### src/rtl/uart_tx_param.sv
// Framed UART transmitter: start, DATA_BITS LSB-first, optional parity, stop bits.
// Define UART_TX_PARITY_EN to insert a parity bit after the data bits.
module uart_tx_param #(
  parameter int CLOCKS_PER_BAUD = 868,
  parameter int CNT_W           = 24,
  parameter int DATA_BITS       = 8,
  parameter int STOP_BITS       = 1,
  parameter int PARITY_ODD      = 0
) (
  input  logic                 i_clk,
  input  logic                 i_reset,
  input  logic                 i_wr,
  input  logic [DATA_BITS-1:0] i_data,
  output logic                 o_busy,
  output logic                 o_done,
  output logic                 o_uart_tx
);

  localparam int BW = $clog2(DATA_BITS + 1);
  localparam logic [CNT_W-1:0] RELOAD = CNT_W'(CLOCKS_PER_BAUD - 1);

  if (CLOCKS_PER_BAUD < 2 || DATA_BITS < 5 || DATA_BITS > 9 ||
      STOP_BITS < 1 || STOP_BITS > 2 || PARITY_ODD < 0 ||
      PARITY_ODD > 1 || CLOCKS_PER_BAUD - 1 >= 2**CNT_W) begin : g_bad
    $error("uart_tx_param: illegal parameter set");
  end

`ifdef UART_TX_PARITY_EN
  typedef enum logic [2:0] {
    IDLE, START, DATA, PARITY, STOP
  } state_t;
`else
  typedef enum logic [2:0] {
    IDLE, START, DATA, STOP
  } state_t;
`endif

  state_t               state_q, state_d;
  logic [CNT_W-1:0]     cnt_q, cnt_d;
  logic [BW-1:0]        bit_q, bit_d;
  logic [DATA_BITS-1:0] sh_q, sh_d;
  logic                 tx_q, tx_d;
  logic                 busy_q, busy_d;
  logic                 done_q, done_d;
  logic                 baud;
`ifdef UART_TX_PARITY_EN
  logic                 par_q, par_d;
`endif

  assign baud = (cnt_q == '0);

  always_comb begin
    state_d = state_q;
    cnt_d   = cnt_q;
    bit_d   = bit_q;
    sh_d    = sh_q;
    tx_d    = tx_q;
    busy_d  = busy_q;
    done_d  = 1'b0;
`ifdef UART_TX_PARITY_EN
    par_d   = par_q;
`endif
    if (state_q != IDLE && !baud)
      cnt_d = cnt_q - 1'b1;
    case (state_q)
      IDLE: begin
        if (i_wr) begin
          state_d = START;
          cnt_d   = RELOAD;
          sh_d    = i_data;
          tx_d    = 1'b0;
          busy_d  = 1'b1;
`ifdef UART_TX_PARITY_EN
          par_d   = (^i_data) ^ (PARITY_ODD != 0);
`endif
        end
      end
      START: begin
        if (baud) begin
          state_d = DATA;
          cnt_d   = RELOAD;
          tx_d    = sh_q[0];
          sh_d    = {1'b1, sh_q[DATA_BITS-1:1]};
          bit_d   = BW'(1);
        end
      end
      DATA: begin
        if (baud) begin
          cnt_d = RELOAD;
          if (bit_q == BW'(DATA_BITS)) begin
`ifdef UART_TX_PARITY_EN
            state_d = PARITY;
            tx_d    = par_q;
`else
            state_d = STOP;
            tx_d    = 1'b1;
            bit_d   = BW'(1);
`endif
          end else begin
            tx_d  = sh_q[0];
            sh_d  = {1'b1, sh_q[DATA_BITS-1:1]};
            bit_d = bit_q + 1'b1;
          end
        end
      end
`ifdef UART_TX_PARITY_EN
      PARITY: begin
        if (baud) begin
          state_d = STOP;
          cnt_d   = RELOAD;
          tx_d    = 1'b1;
          bit_d   = BW'(1);
        end
      end
`endif
      STOP: begin
        if (baud) begin
          if (bit_q == BW'(STOP_BITS)) begin
            state_d = IDLE;
            cnt_d   = '0;
            bit_d   = '0;
            busy_d  = 1'b0;
            done_d  = 1'b1;
          end else begin
            cnt_d = RELOAD;
            bit_d = bit_q + 1'b1;
          end
          tx_d = 1'b1;
        end
      end
      default: state_d = IDLE;
    endcase
  end

  always_ff @(posedge i_clk) begin
    if (i_reset) begin
      state_q <= IDLE;
      cnt_q   <= '0;
      bit_q   <= '0;
      sh_q    <= '1;
      tx_q    <= 1'b1;
      busy_q  <= 1'b0;
      done_q  <= 1'b0;
`ifdef UART_TX_PARITY_EN
      par_q   <= 1'b0;
`endif
    end else begin
      state_q <= state_d;
      cnt_q   <= cnt_d;
      bit_q   <= bit_d;
      sh_q    <= sh_d;
      tx_q    <= tx_d;
      busy_q  <= busy_d;
      done_q  <= done_d;
`ifdef UART_TX_PARITY_EN
      par_q   <= par_d;
`endif
    end
  end

  assign o_busy    = busy_q;
  assign o_done    = done_q;
  assign o_uart_tx = tx_q;

endmodule
### config.mk
export PLATFORM = sky130hd
export DESIGN_NAME = uart_tx_param
export DESIGN_NICKNAME = d
export VERILOG_FILES = /design/src/rtl/uart_tx_param.sv
export SDC_FILE = /design/constraint.sdc
export NUM_CORES = 1
export LEC_CHECK = 0
export BUFFER_PORTS_ARGS = -buffer_cell sky130_fd_sc_hd__buf_2
export CAP_MARGIN = 20
export CORE_MARGIN = 5
export CORE_UTILIZATION = 62
export DETAILED_ROUTE_END_ITERATION = 6
export GPL_TIMING_DRIVEN = 0
export HOLD_SLACK_MARGIN = 0.06
export PLACE_DENSITY_LB_ADDON = 0.25
export SYNTH_ARGS = -nofsm -noshare
export SYNTH_HDL_FRONTEND = slang
export SYNTH_SLANG_ARGS = --single-unit
export TNS_END_PERCENT = 100
### constraint.sdc
create_clock -name i_clk -period 5.6 [get_ports i_clk]
set_clock_uncertainty 0.15 [all_clocks]
set_input_delay 0.56 -clock i_clk [delete_from_list [all_inputs] [get_ports i_clk]]
set_output_delay 0.56 -clock i_clk [all_outputs]
set_load 0.05 [all_outputs]
# Yosys cells after proc, flatten, opt, wreduce, memory -nomap -nowiden
# Cells that the tools add are included.
# op_classes
n_addsub	2
n_eq_ne	12
mux	35
bitwise	2
reduce_logical	16
# op_table
cell	n
24-bit 2-to-1 mux	4
24-bit case mux with 3 select lines	1
8-bit 2-to-1 mux	4
24-bit logical NOT	1
8-bit case mux with 3 select lines	1
24-bit by 1-bit subtractor with 24-bit output (second input constant)	1
4-bit 2-to-1 mux	5
3-bit 2-to-1 mux	6
2-bit inequality test (second input constant)	7
3-bit case mux with 4 select lines	1
4-bit case mux with 3 select lines	1
10-bit 2-to-1 mux	1
5-bit AND reduction	2
1-bit 2-to-1 mux	9
3-bit nonzero test	3
4-bit AND reduction	2
3-bit by 2-bit == test with 1-bit output (second input constant)	2
6-bit AND reduction	1
4-bit by 1-bit adder with 4-bit output (second input constant)	1
4-bit by 1-bit == test with 1-bit output (second input constant)	1
4-bit == test (second input constant)	1
1-bit case mux with 4 select lines	1
4-bit nonzero test	1
3-bit by 1-bit == test with 1-bit output (second input constant)	1
8 further kinds	9
# totals
register_bits	42
inputBits	11
output_inout_bits	3
wordCells	74

# Longest topological paths before layout
# Gate-level depths: netlist of run 1.
# logic_depth
word_depth	6
depth_mapped	9
depth_no_buf	7

# Worst setup path after synthesis of run 1
# Ideal clock, no wire load.
# synth_path
path_kind	register -> register
start	register cnt_q[9]
end	register cnt_q[21]
setup_time_ns	0.125
arrival_time_ns	2.120
path_slack_ns	3.205
path_stages_with_launch	9
path_cell_list	dfxtp_1 -> or4_4 -> or4_4 -> buf_6 -> o22ai_1 -> a21o_1 -> buf_4 -> buf_4 -> a21oi_1
# synth_between
elab_chain_len	6
# synth_rtl
element	line_no	text
start: declaration	39	logic [CNT_W-1:0] cnt_q, cnt_d;
start signal: assignment	149	cnt_q <= cnt_d;
branches (longest 5 deep; another with 24-bit by 1-bit subtractor with 24-bit output)	-	
24-bit case mux with 3 select lines (*)	65	case (state_q)
# Every way passes the cells marked *.
# A chain may end at the register's enable or synchronous reset.

# Worst setup path in the final report of run 1
# layout_path
start	register cnt_q[2]
end	register sh_q[5]
# layout_between
elab_chain_len	3
# layout_rtl
element	line_no	text
24-bit logical NOT (*)	50	assign baud = (cnt_q == '0);
2-bit inequality test (no source line)	-	
5-bit AND reduction (no source line) (*)	-	
end signal: assignment	140	sh_q <= '1;
end signal: assignment	151	sh_q <= sh_d;
end: declaration	41	logic [DATA_BITS-1:0] sh_q, sh_d;
# Mark *: on every way between the ends. The rest lies on a longest branch, timed or not.

==> flow_summary.yaml, run 1 <==
clock_network:
  cts.root.buffer_cell: "clkbuf_4"
  clkSlewWorstSetupHoldPaths_ns: 0.12
  cts_made_buffers: 5
  postCtsHoldBufs: 0
  cts_tree: "yes"
  clk_latency_ns: 0.35
  cts_resized: 0
  cts_num_sinks: 41
  ctsLongestPathBuffers: 2
  post-cts-setup-buffers: 0
  htree_levels: 2
placement:
  globalplace.congestion: 0.824
  io_buffers: 13
  dp_hpwl_um: 3300
synth:
  postSynthAreaPerCell_um2: 8.74
  yosysWarningCount: 0
  async_flop_share_pct: 0
  ys_ff_latch: 41
  synth-edff-count: 0
  ys_types: 57
  ys_seq_area_share_pct: 36.7
  ys.flop_type: "dfxtp_1"
  syn_nets: 276
  syn_inst: 256
  synth_area_mm2: 0.00224
finish:
  drive_above_1_share_pct: 14.1
  final_common_cell: "dfxtp_1"
  syn_to_final_growth_pct: 9.28
  finalNetCount: 296
  final_cell_mix: "41 x dfxtp_1, 24 x a21oi_1, 15 x nor2_1, 14 x buf_2, 14 x o21ai_0"
  n_antenna_cell: 0
sta:
  drv_slew: 0
  period_share_pct: 49.0
  slew_headroom_pct: 53.3
  setup_viol: 0
  tightest_slew_ns: 0.701
  hold_violations: 0
  rsz0062_at_grt: "false"
  fin_crit_ns: 2.74
  fin_tns_setup_ns: 0
  max_freq_ghz: 0.364
detailed_routing:
  wl_um: 4620
  viasPerCell: 6.11
  routed-via-count: 1975
  drc: 0
  ant_nets: 0
  firstDrtPassIters: 4
  drt-initial-drc-count: 215
  wl_per_cell_um: 14.3
floorplan:
  die_w_um: 70.1
  start_util_pct: 65.5
  die_y_um: 70.1
  num_io_pins: 14
  coreArea_mm2: 0.00342
  num_rows: 21
  dieArea_mm2: 0.00491
global_routing:
  grt.overflow.total: 0
  grt_max_degree: 13
  grt_pass1_wl_um: 7910
  grt.total_usage_pct: 19.3
  grt_pass1_vias: 1684
  antenna_found_initial: 0
pwr:
  ir_worst_vdd_v: 0.000320
  leakagePower_uw: 0.000939
  fin_total_pwr_uw: 1490
  power_density_mw_per_mm2: 611
setup_path:
  worstSetupStartpointType: "flip-flop"
  critPathSlowestCell: "nor4_2"
  crit_buf_inv: 2
  cp_common_cell: "clkbuf_1"
  path_cells: "nor4_2, and4_1, clkbuf_1, a21oi_1, or2_0, clkbuf_1, a211o_1"
  cp_slowest_stage_delay_ns: 0.49
  cp.required_ns: 5.69
  critPathKind: "flip-flop to flip-flop"
  end_kind: "flip-flop"
  crit_arrival_ns: 2.84
  cp_top_family: "simple AND/OR/NAND/NOR gates"
  crit_fanout: 10
run_status:
  status: "finished clean"
min_path:
  hold_path.class: "input pin to flip-flop"
job:
  cap_violations: 0
area by class of cell:
| class | instances | area [um^2] |
|---|---|---|
| timing repair buffer | 13 | 65.1 |
| fill | 281 | 971 |
| sequential | 41 | 821 |
| inverter | 7 | 26.3 |
| buffer | 14 | 68.8 |
| clock inverter | 1 | 30.0 |
| clock buffer | 7 | 55.1 |
| tap | 46 | 57.6 |
| multi-input combinational | 194 | 1320 |
power by group:
part,internal (uW),switching (uW)
registers,368,62.2
logic,334,527
clock network,107,97.0
total,809,686
flip-flops by register name, summed over array words and instances, names as in the netlist:
signal / cells
bit_q: 4
cnt_q: 24
o_busy: 1
o_done: 1
o_uart_tx: 1
sh_q: 8
state_q: 2
synthesized netlist by cell type, types with 2 or more instances:
cell type   n  area, um^2
o31a_1      2        17.5
o21ai_1     7        35.0
mux2i_1     8        80.1
o22ai_1     2        12.5
inv_1       7        26.3
a211o_1     8        70.1
or4_1       6        45.0
nor4_1      4        25.0
buf_4       2        15.0
or2_2       2        12.5
nand3_1     5        25.0
a21oi_1    24         120
or3_1      13        81.3
or4_4       2        22.5
ha_1        9         113
nand2b_1    3        18.8
nand2_1     8        30.0
nor2b_1     3        18.8
xor2_1      7        61.3
clkbuf_1    9        33.8
nor3_1     11        55.1
a211oi_1    3        22.5
nand4b_1    4        35.0
nor4_2      2        25.0
nor2_1     15        56.3
o31ai_1     3        22.5
dfxtp_1    41         821
o41ai_1     2        17.5
o211ai_1    2        15.0
o21ai_0    14        70.1
or3b_2      2        17.5
tightest hold or removal path: stages:
cell	delay, ns
buf_2	0.07
nor4_1	0.04
o21bai_1	0.10
cell families after synthesis:
logic type | synth area share [%]
AND/OR/NAND/NOR | 24.2
AO/OA/AOI/OAI | 22.7
flip-flops | 36.7
buffers and inverters | 4.25
multiplexers | 4.08
adder cells (fa/ha/maj) | 5.03
XOR/XNOR | 3.13
stage by stage:
| step | area (um^2) | setup WS, ns | hold WS [ns] | instances | util (%) |
|---|---|---|---|---|---|
| 3_3_place_gp | 2360 | 2.94 | 0.291 | 315 | 69.1 |
| 3_5_place_dp | 2360 | 2.90 | 0.294 | 315 | 69.1 |
| 2_1_floorplan | 2240 | 3.20 | 0.279 | 256 | - |
| 5_1_grt | 2440 | 2.65 | 0.299 | 323 | 71.6 |
| 6_report | 2440 | 2.86 | 0.305 | 323 | 71.6 |
| 4_1_cts | 2440 | 2.89 | 0.299 | 323 | 71.6 |
worst paths after layout:
kind / endpoint / start / depth (start not counted) / slack, ns
worst max-delay path: sh_q[5]$_SDFFE_PP1P_ / cnt_q[2]$_SDFF_PP0_ / 7 / 2.86
worst max register to register: sh_q[5]$_SDFFE_PP1P_ / cnt_q[2]$_SDFF_PP0_ / 7 / 2.86
worst min register to register: o_uart_tx$_SDFFE_PP1P_ / o_uart_tx$_SDFFE_PP1P_ / 1 / 0.32
worst min-delay path: sh_q[7]$_SDFFE_PP1P_ / i_data[7] / 3 / 0.30
metal layers:
metal	vias to the layer above	global-route usage [%]	part of all wire, %
met1	917	27.4	49
met5	-	0	0
met3	8	5.02	6.0
met4	0	5.32	1.2
li1	998	-	-
met2	52	28.8	44
Note: power is estimated with default switching activity, not from simulation.
==> run 2, diff against run 1 <==
--- a/config.mk
+++ b/config.mk
@@ -8,7 +8,7 @@
 export BUFFER_PORTS_ARGS = -buffer_cell sky130_fd_sc_hd__buf_2
 export CAP_MARGIN = 20
 export CORE_MARGIN = 5
-export CORE_UTILIZATION = 62
+export CORE_UTILIZATION = 60
 export DETAILED_ROUTE_END_ITERATION = 6
 export GPL_TIMING_DRIVEN = 0
 export HOLD_SLACK_MARGIN = 0.06
==> constraint.sdc (replaced) <==
create_clock -name i_clk -period 2.8 [get_ports i_clk]
set_clock_uncertainty 0.15 [all_clocks]
set_input_delay 0.28 -clock i_clk [delete_from_list [all_inputs] [get_ports i_clk]]
set_output_delay 0.28 -clock i_clk [all_outputs]
set_load 0.05 [all_outputs]
==> run 2 against run 1 <==
Net effect:
- via count decreased by 1.9%
- setup slack got worse by 2.7 ns
- total power increased by 110%
- sequential cell count unchanged
- clock power increased by 140%
- critical path depth decreased by 1
- largest cell class unchanged
- largest power group unchanged
==> flow_summary.yaml, run 2 (synthesis results as in run 1) <==
run_status:
  status: "finished clean"
finish:
  n_antenna_cell: 0
  finalNetCount: 296
  largest-register: "cnt_q"
  syn_to_final_growth_pct: 11.5
  final_common_cell: "dfxtp_1"
  final_cell_mix: "41 x dfxtp_1, 23 x a21oi_1, 15 x nor2_1, 14 x o21ai_0"
  fin_area_mm2: 0.00249
  reg.largest.list: "cnt_q x24, sh_q x8, bit_q x4"
  largest_register_ffs: 24
  num-fill-cells: 316
  drive_above_1_share_pct: 14.4
sta:
  setup_viol: 0
  slew_headroom_pct: 58.3
  fin_tns_setup_ns: 0
  tightest_slew_ns: 0.626
  fin_crit_ns: 2.64
  rsz0062_at_grt: "false"
  whs_ns: 0.0853
  timing.final.ws_setup_ns: 0.157
  drv_slew: 0
  hold_violations: 0
  max_freq_ghz: 0.378
  period_share_pct: 94.4
setup_path:
  crit_fanout: 10
  crit_arrival_ns: 2.72
  reg2reg_slack_ns: 0.16
  path_cells: "or4_4, nor4_2, clkbuf_4, nand3_1, or4_1, a21oi_1"
  cp_top_family: "simple AND/OR/NAND/NOR gates"
  worstSetupStartpointType: "flip-flop"
  end_kind: "flip-flop"
  crit_start: "cnt_q[9]$_SDFF_PP0_"
  critPathKind: "flip-flop to flip-flop"
  cp_slowest_stage_delay_ns: 0.59
  r2r_start: "cnt_q[9]$_SDFF_PP0_"
  critPathSlowestCell: "or4_4"
  crit_buf_inv: 1
  cp.required_ns: 2.88
pwr:
  p_comb_share_pct: 56.1
  power.switching_uw: 1390
  ir_worst_vdd_v: 0.000667
  power_frac_clock_pct: 15.9
  swShare_pct: 44.8
  leakagePower_uw: 0.000956
  power_density_mw_per_mm2: 1240
  p_seq_share_pct: 28.0
  fin_total_pwr_uw: 3100
  p_int_uw: 1710
placement:
  globalplace.congestion: 0.879
  pre_cts_ws_ns: 0.0827
  io_buffers: 13
  postPlaceCellArea_mm2: 0.00236
  dp_hpwl_um: 3420
clock_network:
  htree_levels: 2
  ctsLongestPathBuffers: 2
  cts_num_sinks: 41
  cts_tree: "yes"
  cts.root.buffer_cell: "clkbuf_8"
  clk_latency_ns: 0.29
  clkSlewWorstSetupHoldPaths_ns: 0.08
  cts_made_buffers: 5
detailed_routing:
  routed-via-count: 1937
  wl_per_cell_um: 14.6
  firstDrtPassIters: 4
  drt-initial-drc-count: 150
  viasPerCell: 5.96
  wl_um: 4740
  ant_nets: 0
  drc: 0
global_routing:
  grt_pass1_wl_um: 8040
  grt.total_usage_pct: 19.6
  grt.overflow.total: 0
  grt_pass1_vias: 1818
  antenna_found_initial: 0
  grt_max_degree: 13
floorplan:
  num_rows: 22
  dieArea_mm2: 0.00505
  coreArea_mm2: 0.00363
  die_y_um: 71.1
  die_w_um: 71.1
  start_util_pct: 61.6
  num_io_pins: 14
job:
  cap_violations: 0
min_path:
  hold_path.class: "input pin to flip-flop"
  hp-start: "i_data[7]"
==> run 2: power by group through the flow <==
stage | logic, uW | clock network, uW | registers (uW)
2_1_floorplan | 1330 | 0 | 891
3_3_place_gp | 1670 | 0 | 867
3_5_place_dp | 1710 | 0 | 876
4_1_cts | 1720 | 503 | 862
5_1_grt | 1920 | 536 | 891
6_report | 1740 | 492 | 870
==> run 2: layer usage <==
layer | share of wire [%] | global-route usage, %
met1 | 47 | 23.3
met2 | 50 | 34.2
met3 | 2.6 | 4.69
met4 | 1.2 | 6.89
met5 | 0 | 0
==> run 2: repair_timing <==
action	4_1_cts	5_1_grt
gates resized for setup	0	3
setup endpoints to repair	0	7
setup buffers	0	0
hold buffers	0	0
==> run 2: path summary, 6_finish.rpt <==
check                          to  cells after the start
min reg2reg  sh_q[0]$_SDFFE_PP1P_                      1
min          sh_q[7]$_SDFFE_PP1P_                      3
max          cnt_q[21]$_SDFF_PP0_                      6
max reg2reg  cnt_q[21]$_SDFF_PP0_                      6
==> run 2: through the flow <==
stage | util, % | instances
6_report | 68.6 | 325
5_1_grt | 68.6 | 325
4_1_cts | 68.2 | 325
3_5_place_dp | 65.0 | 317
3_3_place_gp | 65.0 | 317
2_1_floorplan | - | 256
==> run 2: final cells by class <==
type,count,area [um^2],share of cell area [%]
clock inverters,1,30.0,1.20
well taps,48,60.1,2.41
plain buffers,14,71.3,2.86
inverters,7,26.3,1.05
clock buffers,7,86.3,3.46
flip-flops and latches,41,821,32.9
multi-input cells,194,1330,53.5
repair buffers,13,65.1,2.61
==> run 2: worst register-to-register path, stage by stage, from the launching register on <==
cell	delay, ns
dfxtp_1	0.36
or4_4	0.59
nor4_2	0.38
clkbuf_4	0.29
nand3_1	0.20
or4_1	0.46
a21oi_1	0.15
